$ cat src/rtl/alu_arb_pkg.sv
// Shared definitions for the ALU arbiter: FSM encoding, requester indices and default widths.
package alu_arb_pkg;

    localparam logic [1:0] ST_IDLE = 2'd0;
    localparam logic [1:0] ST_EXEC = 2'd1;
    localparam logic [1:0] ST_RESP = 2'd2;

    localparam logic REQ0 = 1'b0;
    localparam logic REQ1 = 1'b1;

    localparam int unsigned DEF_W  = 32;
    localparam int unsigned DEF_CW = 3;

endpackage

$ cat src/rtl/rr_arbiter2.sv
// Two-way round-robin arbiter, purely combinational; a tie goes to the requester not served last.
module rr_arbiter2 (
    input  logic [1:0] req,
    input  logic       last,
    output logic       gnt_valid,
    output logic       gnt_idx
);

    assign gnt_valid = |req;
    assign gnt_idx   = (req == 2'b11) ? ~last : req[1];

endmodule

$ cat src/rtl/alu_arbiter.sv
// Shares one single-cycle ALU between two valid/ready requesters, one op in flight at a time.
// Optional grant counters are enabled with the ALU_ARB_STATS_EN macro.
module alu_arbiter
    import alu_arb_pkg::*;
#(
    parameter int unsigned W  = DEF_W,
    parameter int unsigned CW = DEF_CW
`ifdef ALU_ARB_STATS_EN
    ,
    parameter int unsigned CNT_W = 16
`endif
) (
    input  logic            CLK,
    input  logic            RST,
    input  logic [1:0]      REQ_VALID,
    output logic [1:0]      REQ_READY,
    input  logic [2*W-1:0]  REQ_A,
    input  logic [2*W-1:0]  REQ_B,
    input  logic [2*CW-1:0] REQ_CTRL,
    output logic [1:0]      RSP_VALID,
    input  logic [1:0]      RSP_READY,
    output logic [W-1:0]    RSP_DATA,
    output logic            RSP_ZERO,
    output logic [W-1:0]    ALU_A,
    output logic [W-1:0]    ALU_B,
    output logic [CW-1:0]   ALU_CTRL,
    input  logic [W-1:0]    ALU_OUT,
    input  logic            ALU_ZERO
`ifdef ALU_ARB_STATS_EN
    ,
    output logic [CNT_W-1:0] GNT_CNT0,
    output logic [CNT_W-1:0] GNT_CNT1
`endif
);

    logic [1:0]    state_q, state_d;
    logic          last_gnt_q, cur_q;
    logic [W-1:0]  op_a_q, op_b_q, res_q;
    logic [CW-1:0] op_ctrl_q;
    logic          res_zero_q;
    logic          gnt_valid, gnt_idx;
    logic          accept, rsp_done;

    rr_arbiter2 u_rr (
        .req       (REQ_VALID),
        .last      (last_gnt_q),
        .gnt_valid (gnt_valid),
        .gnt_idx   (gnt_idx)
    );

    // In IDLE any valid request is granted, so the handshake is just a valid grant.
    assign accept   = (state_q == ST_IDLE) && gnt_valid;
    assign rsp_done = (state_q == ST_RESP) && RSP_READY[cur_q];

    always_comb begin
        state_d = state_q;
        case (state_q)
            ST_IDLE: if (accept) state_d = ST_EXEC;
            ST_EXEC: state_d = ST_RESP;
            ST_RESP: if (rsp_done) state_d = ST_IDLE;
            default: state_d = ST_IDLE;
        endcase
    end

    always_comb begin
        REQ_READY = 2'b00;
        RSP_VALID = 2'b00;
        if (accept) REQ_READY[gnt_idx] = 1'b1;
        if (state_q == ST_RESP) RSP_VALID[cur_q] = 1'b1;
    end

    always_ff @(posedge CLK) begin
        if (RST) begin
            state_q    <= ST_IDLE;
            last_gnt_q <= REQ1;
            cur_q      <= REQ0;
            op_a_q     <= '0;
            op_b_q     <= '0;
            op_ctrl_q  <= '0;
            res_q      <= '0;
            res_zero_q <= 1'b0;
        end else begin
            state_q <= state_d;
            if (accept) begin
                op_a_q     <= gnt_idx ? REQ_A[W +: W] : REQ_A[0 +: W];
                op_b_q     <= gnt_idx ? REQ_B[W +: W] : REQ_B[0 +: W];
                op_ctrl_q  <= gnt_idx ? REQ_CTRL[CW +: CW] : REQ_CTRL[0 +: CW];
                cur_q      <= gnt_idx;
                last_gnt_q <= gnt_idx;
            end
            if (state_q == ST_EXEC) begin
                res_q      <= ALU_OUT;
                res_zero_q <= ALU_ZERO;
            end
        end
    end

    assign ALU_A    = op_a_q;
    assign ALU_B    = op_b_q;
    assign ALU_CTRL = op_ctrl_q;
    assign RSP_DATA = res_q;
    assign RSP_ZERO = res_zero_q;

`ifdef ALU_ARB_STATS_EN
    logic [CNT_W-1:0] cnt0_q, cnt1_q;

    // Saturating per-requester grant counters.
    always_ff @(posedge CLK) begin
        if (RST) begin
            cnt0_q <= '0;
            cnt1_q <= '0;
        end else begin
            if (accept && gnt_idx == REQ0 && cnt0_q != '1) cnt0_q <= cnt0_q + 1'b1;
            if (accept && gnt_idx == REQ1 && cnt1_q != '1) cnt1_q <= cnt1_q + 1'b1;
        end
    end

    assign GNT_CNT0 = cnt0_q;
    assign GNT_CNT1 = cnt1_q;
`else
    // Grant counters are not built in this configuration.
`endif

endmodule
$ cat config.mk
export PLATFORM = sky130hd
export DESIGN_NAME = alu_arbiter
export DESIGN_NICKNAME = d
export VERILOG_FILES = /design/src/rtl/alu_arb_pkg.sv /design/src/rtl/rr_arbiter2.sv /design/src/rtl/alu_arbiter.sv
export SDC_FILE = /design/constraint.sdc
export NUM_CORES = 1
export LEC_CHECK = 0
export BUFFER_PORTS_ARGS = -buffer_cell sky130_fd_sc_hd__buf_2
export CAP_MARGIN = 20
export CORE_UTILIZATION = 35
export CTS_CLUSTER_DIAMETER = 120
export DETAILED_ROUTE_END_ITERATION = 6
export PLACE_DENSITY = 0.73
export SYNTH_ARGS = -nofsm -noshare
export SYNTH_HDL_FRONTEND = slang
export SYNTH_SLANG_ARGS = --single-unit
$ cat constraint.sdc
create_clock -name CLK -period 2.4 [get_ports CLK]
set_input_delay 0.36 -clock CLK [delete_from_list [all_inputs] [get_ports CLK]]
set_output_delay 0.36 -clock CLK [all_outputs]
set_load 0.005 [all_outputs]
# Word-level counts from Yosys, hierarchy flattened
# Cells that the tools add are included.
dict set report word_totals {
  output_inout_bits 104
  in_bits 173
  ff_bits 104
}
dict set report classes {
  n_lt_le_gt_ge 4
  mux 15
  eq_ne 5
  n_bitwise 1
  n_reduce_logical 7
}
# operator count
set op_table {}
lappend op_table {{$mux W32} 2}
lappend op_table {{$mux W2} 4}
lappend op_table {{$pmux W2 S3} 1}
lappend op_table {{$mux W1} 5}
lappend op_table {{$eq A2 B2 Y1 const B} 2}
lappend op_table {{$logic_and A1 B1 Y1} 4}
lappend op_table {{$lt A1 B2 Y1 const B} 2}
lappend op_table {{$ne A2 B2 Y1 const B} 2}
lappend op_table {{$mux W3} 1}
lappend op_table {{$demux W1 S1} 2}
lappend op_table {{$eq A2 B1 Y1 const B} 1}
lappend op_table {{$ge A1 B1 Y1 const B} 2}
lappend op_table {{$logic_not A2 Y1} 1}
lappend op_table {{$reduce_and A2 Y1} 1}
lappend op_table {{$reduce_or A2 Y1} 1}
lappend op_table {{$not A1 Y1} 1}

# Depth between registers and ports, before layout
# Gate-level depths: netlist of run 1.
dict set report depth {
  ltp_word 7
  mapped_depth 6
}

# By module
# Synthesis of run 1 repeated with hierarchy kept, for this count alone.
dict set report hier_totals {
  hier_cells 393
  hier_area_um2 4185.3
}
# module n_inst cells_per_inst area_each_um2
set modules_own_cells {}
lappend modules_own_cells {alu_arbiter 1 391 4171.5}
lappend modules_own_cells {rr_arbiter2 1 2 13.8}

# Worst setup path after synthesis of run 1
# Ideal clock, no wire load.
dict set report synth_timing {
  kind {flip-flop to output port}
  startpoint {register state_q[1]}
  endpoint {output REQ_READY[0]}
  required_ns 2.040
  path_stages_with_launch 4
  setup_slack_ns 1.109
  arrival_time_ns 0.931
  path_cell_list {dfxtp_1 nor2_2 buf_2 and3_1}
}
dict set report synth_between {
  elab_chain_cells 3
}
# item line
set synth_lines {}
lappend synth_lines {{start, declared} alu_arbiter.sv:36} ;# logic [1:0] state_q, state_d;
lappend synth_lines {{start signal, assigned} alu_arbiter.sv:83} ;# state_q <= state_d;
lappend synth_lines {{$logic_not A2 Y1} alu_arbiter.sv:52} ;# assign accept = (state_q == ST_IDLE) && gnt_valid;
lappend synth_lines {{$logic_and A1 B1 Y1} alu_arbiter.sv:52}
lappend synth_lines {{$mux W2} alu_arbiter.sv:68} ;# if (accept) REQ_READY[gnt_idx] = 1'b1;
lappend synth_lines {{end, declared} alu_arbiter.sv:16} ;# output logic [1:0] REQ_READY,
# No other way between the ends.

# Worst setup path after layout of run 1
dict set report layout_timing {
  startpoint {register last_gnt_q}
  endpoint {output REQ_READY[1]}
}
dict set report layout_between {
  elab_chain_cells 7
}
# item line
set layout_lines {}
lappend layout_lines {{start, declared} alu_arbiter.sv:37} ;# logic last_gnt_q, cur_q;
lappend layout_lines {{start signal, assigned} alu_arbiter.sv:89} ;# last_gnt_q <= gnt_idx;
lappend layout_lines {{$not A1 Y1 *} rr_arbiter2.sv:10} ;# assign gnt_idx = (req == 2'b11) ? ~last : req[1];
lappend layout_lines {{$mux W1 *} rr_arbiter2.sv:10}
lappend layout_lines {{$lt A1 B2 Y1 (not written as such) or $ge A1 B1 Y1 (tied branches)} alu_arbiter.sv:68}
lappend layout_lines {{$logic_and A1 B1 Y1 (not written as such)} alu_arbiter.sv:68}
lappend layout_lines {{$mux W1 (not written as such)} alu_arbiter.sv:68}
lappend layout_lines {{$demux W1 S1 *} alu_arbiter.sv:68}
lappend layout_lines {{$mux W2 *} alu_arbiter.sv:68}
# Every way passes the cells marked *; elsewhere a longest branch is shown, timed or not.

==> results of run 1 <==
==> routing by layer <==
layer	GRT usage	vias up	wire length, um
li1	-	2468	-
met1	0.275	2320	6130
met2	0.369	263	6980
met3	0.0466	29	1130
met4	0.104	0	407
met5	0	-	0
==> power by group through the flow <==
stage	logic, mW	registers (mW)	clock network [mW]
after global placement	0.889	2.00	0
after floorplan	0.456	2.00	0
after detailed placement	0.898	2.00	0
after global routing	0.987	1.98	1.68
after CTS	0.897	1.96	1.62
final	0.892	1.96	1.57
==> path summary, 6_finish.rpt <==
kind | startpoint | depth (start not counted) | end | slack, ns
worst min register to register | RSP_DATA[17]$_SDFFE_PP0N_ | 2 | RSP_DATA[17]$_SDFFE_PP0N_ | 0.45
worst min-delay path | ALU_OUT[30] | 3 | RSP_DATA[30]$_SDFFE_PP0N_ | 0.25
worst max register to register | state_q[1]$_SDFFE_PP0P_ | 4 | ALU_A[2]$_SDFFE_PP0P_ | 0.85
worst max-delay path | last_gnt_q$_SDFFE_PP1P_ | 3 | REQ_READY[1] | 0.61
==> logic make-up after synthesis <==
logic type	count (synthesis)	share of synthesized area
multiplexers	1	0.00231
AND/OR/NAND/NOR	213	0.232
flip-flops	104	0.481
AO/OA/AOI/OAI	172	0.221
buffers and inverters	64	0.0644
==> worst max-delay path: cells and delay by family, from the launching register on <==
kind | cells | cell delay (ns)
flops | 1 | 0.34
simple gates | 1 | 0.22
buf+inv | 1 | 0.13
compound gates | 1 | 0.40
==> state kept, by name (all words and copies together), names as in the netlist <==
| signal | count |
|---|---|
| ALU_CTRL | 3 |
| last_gnt_q | 1 |
| state_q | 2 |
| RSP_ZERO | 1 |
| RSP_DATA | 32 |
| cur_q | 1 |
| ALU_B | 32 |
| ALU_A | 32 |
==> area by class of cell <==
cell class / count / area (um^2) / share of cell area
Multi-Input combinational cell: 386 / 2000 / 0.325
Clock inverter: 6 / 91.3 / 0.0148
Clock buffer: 10 / 229 / 0.0372
Sequential cell: 104 / 2080 / 0.338
Timing Repair Buffer: 288 / 1540 / 0.250
Inverter: 1 / 3.75 / 0.000610
Tap cell: 168 / 210 / 0.0341
==> cell usage in the layout, fill, tap and decap left out, drive strengths merged, types with 2 or more instances in the layout <==
master / synthesis / routed
o21ai: 68 / 68
a31oi: 67 / 67
a21oi: 34 / 34
nor2: 3 / 3
dfxtp: 104 / 104
inv: 1 / 2
nand2: 66 / 66
nor3b: 3 / 3
nand3: 134 / 134
clkbuf: 36 / 10
nand2b: 2 / 2
clkinv: 0 / 3
buf: 27 / 288
bufinv: 0 / 2
==> metrics by stage <==
step | area, um^2 | cells
floorplan | 4330 | 554
global placement | 5840 | 947
detailed placement | 5840 | 947
CTS | 6160 | 963
global route | 6160 | 963
finish | 6160 | 963
==> key figures, run 1 <==
Worst setup path
  • Crit end category: output port
  • CP Max Fanout: 14
  • CP Cell Sequence: a21boi_4 -> and2_1 -> buf_2
  • Crit path max-delay cell type: a21boi_4
  • Startpoint Class: register
  • CP arrival: approximately 1.4 ns
  • Crit path kind: register to output port
  • CP required: 2.04 ns
  • Delay of the slowest critical-path stage: 0.40 ns

Power
  • Sequential share of power: 0.443
  • P_int: 3.18 mW
  • Sw Ratio: 0.280
  • Clock Power Share: 0.355
  • PwrDens: between 700 and 800 nW/um^2
  • Pwr Total: between 4 and 5 mW
  • Comb pwr share: 0.202
  • LEAKAGE: 2.74 nW
  • IR drop worst, VDD: 414 uV
  • Switch Pwr: around 1.2 mW

Route
  • DR vias/cell: about 5.3
  • DRC Markers: 0
  • DRT Wirelength: 14.7 mm
  • Drt first pass iters: 5
  • WL/cell: ~15 um
  • Post-route ant nets: 0
  • Via Count: 5080
  • Initial DRC count: 466

Die
  • Die area: between 10000 and 15000 um^2
  • Core area: around 12000 um^2
  • Die H: between 100 and 150 um
  • Die W: 113 um
  • Initial Utilization: 0.359
  • Top Ports: 277
  • Rows: 40

Finish
  • Layout cells sized above 1: 0.390
  • Layout Nets: 963
  • Final core utilization: 0.510
  • Area Growth Syn to Fin: 42.1%
  • Antenna cells: 0
  • Fillers: 1212

STA
  • Slew HR: 0.618
  • Clock skew: 0.00840 ns
  • Min Clock Period, post-route: 1.79 ns
  • Actual slew at the worst max-slew pin: ~0.57 ns
  • Setup ws final: a little over 0.6 ns
  • Pins Over Slew Limit: 0
  • Setup violations, final: 0
  • Hold WS: between 0.2 and 0.25 ns
  • Max Fclk: about 0.56 GHz
  • Post-Route Setup TNS: 0 ns
  • Final hold vios: 0
  • Final worst-path cycle share: 0.745
  • RSZ-0062 raised after global routing: no

Synthesis
  • Cell count after synthesis: between 500 and 600
  • Mapped Nets: around 730
  • Synthesized area per cell: a little under 8 um^2
  • Area contributors post-synth: dfxtp_1, nand3_1, a31oi_1
  • Post-synth EDFFs: 0
  • Asr flop ratio synth: 0
  • Top cells by count, synth: nand3_1, dfxtp_1, a31oi_1
  • Area leader, netlist: dfxtp_1
  • Count leader, synth: nand3_1
  • Top_reg_cell synth: dfxtp_1
  • Flops & latches, synth: about 100
  • Top cell type's share of synthesized area: 0.481
  • Post-synthesis sequential area ratio: 0.481
  • Count of cell types in the netlist: 25
  • Synth Cell Area: about 4300 um^2
  • Yosys Warn Count: 0

CTS
  • Sink Count: about 100
  • CTS clk-pin slew, worst paths: approximately 0.070 ns
  • Hold-fix buffers, CTS: 0
  • TritonCTS clock tree: built
  • Post_cts resized: 0
  • Clock latency on the worst-skew pair: between 0.3 and 0.4 ns
  • Clock Root Buffer: clkbuf_16
  • Max Buffers Root-to-Sink: 2
  • Total CTS buffers: 9
  • Post-CTS setup buffer count: 0
  • CTS H-tree depth: 3

Global routing
  • GRT Util Overall: 0.222
  • Global-route wire length before repair: 22.9 mm
  • GRT overflow: 0
  • Largest net degree at the start of global routing: 68
  • Vias in the first global route: around 4.6k
  • Antenna violations before repair: 0

Placed design
  • Post-DP HPWL: ~9.6 mm
  • Final GP Congestion: around 0.77
  • Port buffer count: about 280
  • Pre-CTS WS: around 0.72 ns

Job
  • Max_cap viols: 0

Worst hold path
  • Class of the worst hold path: primary input to register

Run status
  • Status: finished clean
Note: power is estimated with default switching activity, not from simulation.
==> run 2, diff against run 1 <==
- clock period: 2.4 -> 1.87 ns (I/O delays scaled with it)
==> run 2 against run 1 <==
  * Sequential power increased by 29%
  * Non-clock buffer count increased by 3
  * Global-route usage increased by 0.13 points
  * Clock-buffer cell count increased by 2
  * Clock power increased by 32%
  * Sequential share of layout area decreased by 0.26 points
  * Routed wire length decreased by 0.74%
  * Critical path type unchanged
  * Highest routed layer unchanged
==> key figures, run 2 (synthesis results as in run 1) <==
Route
  • Post-route ant nets: 0
  • DRT Wirelength: 14.5 mm
  • Initial DRC count: between 400 and 500
  • WL/cell: 15.1 um
  • DR vias/cell: around 5.3
  • Drt first pass iters: 5
  • Via Count: a little over 5k
  • DRC Markers: 0

Worst setup path
  • Delay of the slowest critical-path stage: around 0.52 ns
  • Worst R2R Path Depth: 4
  • Crit path launch: state_q[1]$_SDFFE_PP0P_
  • Crit path max-delay cell type: dfxtp_1
  • Crit end category: output port
  • Crit path kind: register to output port
  • CP arrival: about 1.3 ns
  • R2R Path Start: state_q[1]$_SDFFE_PP0P_
  • CP Cell Sequence: nor2_4 -> and3_1 -> buf_2
  • Startpoint Class: register
  • CP Max Fanout: 8
  • CP required: roughly 1.6 ns

Power
  • PwrDens: approximately 930 nW/um^2
  • IR drop worst, VDD: between 500 and 600 uV
  • LEAKAGE: about 2.8 nW

STA
  • Setup violations, final: 0
  • Post-Route Setup TNS: 0 ns
  • Slew HR: 0.682
  • Final worst-path cycle share: 0.837
  • Pins Over Slew Limit: 0
  • Actual slew at the worst max-slew pin: roughly 0.48 ns
  • Min Clock Period, post-route: between 1.5 and 2 ns
  • Hold WS: about 0.17 ns
  • Clock skew: 0.0100 ns
  • RSZ-0062 raised after global routing: no
  • Final hold vios: 0
  • Max Fclk: roughly 0.64 GHz

Global routing
  • Largest net degree at the start of global routing: 68
  • GRT overflow: 0
  • Global-route wire length before repair: 22.8 mm
  • GRT met3 Usage: 0.0423
  • GRT met2 Usage: 0.386
  • Antenna violations before repair: 0
  • GRT Max-Usage Layer: met2
  • GRT Util Overall: 0.223
  • GRT met1 Usage: 0.267
  • Vias in the first global route: 4686

Finish
  • Most frequent cells in the layout: buf_2, nand3_1, dfxtp_1
  • Commonest non-fill, non-tap cell in the layout: buf_2
  • Antenna cells: 0
  • Final core utilization: 0.514
  • Layout Nets: 966
  • Layout cells sized above 1: 0.392
  • Area Growth Syn to Fin: 43.2%

CTS
  • Clock latency on the worst-skew pair: roughly 0.35 ns
  • Sink Count: about 100
  • Total CTS buffers: 9
  • Hold-fix buffers, CTS: 0
  • Post_cts resized: 0
  • CTS clk-pin slew, worst paths: around 0.070 ns
  • Max Buffers Root-to-Sink: 2
  • Clock Root Buffer: clkbuf_16
  • CTS H-tree depth: 3
  • TritonCTS clock tree: built
  • Post-CTS setup buffer count: 0

Worst hold path
  • Class of the worst hold path: primary input to register
  • Hold Path Stages: 3
  • HP Start: ALU_OUT[25]

Die
  • Core area: approximately 12000 um^2
  • Die area: roughly 13000 um^2
  • Initial Utilization: 0.359
  • Die H: about 110 um
  • Top Ports: ~280
  • Die W: between 100 and 150 um
  • Rows: 40

Job
  • Max_cap viols: 0

Run status
  • Status: finished clean

Placed design
  • Post-DP HPWL: roughly 9.8 mm
  • Final GP Congestion: around 0.8
  • Port buffer count: between 200 and 300
[run 2: layout make-up]
cell class | instances | area, um^2
multi-input cells | 386 | 2000
flip-flops and latches | 104 | 2080
fillers | 1219 | 5860
inverters | 1 | 3.75
repair buffers | 291 | 1570
well taps | 168 | 210
clock buffers | 12 | 256
clock inverters | 4 | 76.3
[run 2: power by group]
group | internal, mW | switching, mW | total, mW | leakage, nW
clock network | 1.25 | 0.822 | 2.07 | 0.159
registers | 2.41 | 0.103 | 2.52 | 0.854
logic | 0.508 | 0.656 | 1.16 | 1.75
[run 2: path summary, 6_finish.rpt]
check                                            endpoint  slack, ns
worst max-delay path                         REQ_READY[0]       0.31
worst min-delay path            RSP_DATA[25]$_SDFFE_PP0N_       0.17
worst max register to register     ALU_B[11]$_SDFFE_PP0P_       0.36
worst min register to register  RSP_DATA[29]$_SDFFE_PP0N_       0.45
[run 2: metal layers]
metal / up-vias / part of all wire / routed length (um)
li1: 2475 / - / -
met1: 2373 / 0.40 / 5870
met4: 0 / 0.026 / 375
met5: - / 0 / 0
met3: 29 / 0.078 / 1140
met2: 272 / 0.49 / 7160
[run 2: critical path: cells and delay by family (launching register included)]
kind / cells / cell delay [ns]
flops: 1 / 0.52
simple gates: 2 / 0.29
buf+inv: 1 / 0.14
[run 2: through the flow]
step / total power [mW] / setup WS (ns) / cells / cell area, um^2
floorplan: 3.16 / 0.582 / 554 / 4330
global placement: 3.72 / 0.408 / 950 / 5870
detailed placement: 3.72 / 0.387 / 950 / 5870
CTS: 5.81 / 0.272 / 966 / 6200
global route: 6.02 / 0.173 / 966 / 6200
finish: 5.75 / 0.305 / 966 / 6200
==> run 3, diff against run 2 <==
- PLACE_DENSITY: 0.73 -> 0.76
- clock period: 1.87 -> 1.4 ns (I/O delays scaled with it)
==> run 3 against run 2 <==
  * The flow now finishes with violations (setup timing)
  * Global-route usage down 0.46 points
  * Cell count increased by 2.1%
  * Worst hold slack worse by 0.074 ns
  * Largest cell class unchanged
  * Combinational power increased by 63%
  * Register-to-register slack worse by 0.37 ns
==> key figures, run 3 (synthesis results as in run 1) <==
STA
  • Setup ws final: -0.0378 ns
  • Min Clock Period, post-route: approximately 1.4 ns
  • RSZ-0062 raised after global routing: yes
  • Slew HR: 0.765
  • Final worst-path cycle share: 1.03
  • Pins Over Slew Limit: 0
  • Setup violations, final: 10
  • Final hold vios: 0
  • Actual slew at the worst max-slew pin: ~0.35 ns
  • Max Fclk: approximately 0.70 GHz
  • Hold WS: around 0.096 ns
  • Clock skew: between 0.008 and 0.009 ns

Worst setup path
  • CP Cell Sequence: buf_6 -> nor2_4 -> and3_4 -> buf_6
  • Crit path kind: register to output port
  • Crit-path most repeated cell: buf_6
  • Crit path launch: state_q[1]$_SDFFE_PP0P_
  • CP arrival: between 1 and 1.5 ns
  • CP required: approximately 1.2 ns
  • Crit path max-delay cell type: dfxtp_2
  • Delay of the slowest critical-path stage: between 0.3 and 0.4 ns
  • Top cell family by delay on the critical path: flip-flops
  • Buf+Inv Stages, Crit Path: 2
  • CP Max Fanout: 4
  • Crit end category: output port
  • R2R Path Start: state_q[0]$_SDFFE_PP0P_
  • R2R Setup Slk: -0.01 ns
  • Startpoint Class: register

Route
  • WL/cell: 15.8 um
  • Via Count: about 5.2k
  • Initial DRC count: ~460
  • Drt first pass iters: 5
  • Post-route ant nets: 0
  • DRC Markers: 0
  • DRT Wirelength: 15.6 mm
  • DR vias/cell: 5.30

Run status
  • Status: finished, violations left
  • Violated checks: setup timing

Finish
  • Most frequent cells in the layout: buf_2, nand3_1, dfxtp_1
  • Layout cells sized above 1: 0.419
  • Layout Cell Area excl Fill: between 6000 and 7000 um^2
  • Commonest non-fill, non-tap cell in the layout: buf_2
  • Antenna cells: 0
  • Layout Nets: between 900 and 1k
  • Area Growth Syn to Fin: 52.6%

Global routing
  • Antenna violations before repair: 0
  • GRT overflow: 0
  • Vias in the first global route: 4645
  • GRT Util Overall: 0.219
  • Global-route wire length before repair: between 20 and 25 mm
  • Largest net degree at the start of global routing: slightly below 70

Power
  • IR drop worst, VDD: approximately 520 uV
  • Pwr Total: ~7.6 mW
  • LEAKAGE: about 3.0 nW
  • PwrDens: about 1100 nW/um^2

Die
  • Initial Utilization: 0.359
  • Die area: around 13000 um^2
  • Core area: 12100 um^2
  • Rows: 40
  • Top Ports: between 200 and 300
  • Die H: 113 um
  • Die W: 113 um

CTS
  • Total CTS buffers: 9
  • Hold-fix buffers, CTS: 0
  • Max Buffers Root-to-Sink: 2
  • TritonCTS clock tree: built
  • Clock latency on the worst-skew pair: 0.35 ns
  • Sink Count: 104
  • CTS H-tree depth: 3
  • Clock Root Buffer: clkbuf_16
  • CTS clk-pin slew, worst paths: 0.07 ns

Placed design
  • Area post-placement: 6050 um^2
  • Pre-CTS WS: 0.0315 ns
  • Post-DP HPWL: slightly below 10 mm
  • Port buffer count: 276
  • Final GP Congestion: roughly 0.75

Job
  • Max_cap viols: 0

Worst hold path
  • Class of the worst hold path: primary input to register
  • HP Start: ALU_OUT[28]
run 3: changes by cell type in the layout (fill, tap and decap cells not counted), sizes merged:
cell	delta
clkbuf	+11
clkinv	-1
clkinvlp	-1
buf	+13
bufinv	-2
run 3: stage by stage:
| step | cells | TNS [ns] | util |
|---|---|---|---|
| 3_3_place_gp | 959 | 0 | 0.502 |
| 4_1_cts | 977 | -0.0904 | 0.527 |
| 5_1_grt | 986 | -3.31 | 0.548 |
| 6_report | 986 | -0.0846 | 0.548 |
| 3_5_place_dp | 959 | 0 | 0.502 |
| 2_1_floorplan | 554 | 0 | - |
run 3: final timing paths:
check | cells past startpoint | to
setup / recovery | 4 | REQ_READY[0]
hold / removal | 3 | RSP_DATA[28]$_SDFFE_PP0N_
setup reg to reg | 6 | ALU_A[0]$_SDFFE_PP0P_
hold reg to reg | 2 | RSP_DATA[25]$_SDFFE_PP0N_
run 3: cell type report:
class                   instances  area [um^2]
flip-flops and latches        104         2090
fillers                      1140         5450
multi-input cells             386         2060
well taps                     168          210
inverters                       1         3.75
clock buffers                  16          262
repair buffers                311         1990
run 3: routing by layer:
metal | share of wire | GRT usage | wire length, um | up-vias
met5 | 0 | 0 | 0 | -
met4 | 0.027 | 0.106 | 425 | 0
met3 | 0.087 | 0.0557 | 1360 | 33
met2 | 0.49 | 0.380 | 7600 | 303
met1 | 0.40 | 0.250 | 6230 | 2375
li1 | - | - | - | 2514
run 3: power by group:
part           leakage (nW)  switching (mW)  internal (mW)
Sequential            0.855           0.127           3.23
Clock                 0.125            1.06           1.26
Combinational          1.97           0.976          0.910
Total                  2.95            2.17           5.40
run 3: timing repair:
item                       4_1_cts  5_1_grt
setup buffers                    2        2
cloned                           0        7
pin swaps                        2       13
hold endpoints to repair         0        0
setup endpoints to repair        4       20
gates resized for setup          9       15
run 3: worst min-delay path: stages:
cell and delay [ns]:
buf_2 0.09, nand2_1 0.05, a21oi_1 0.05
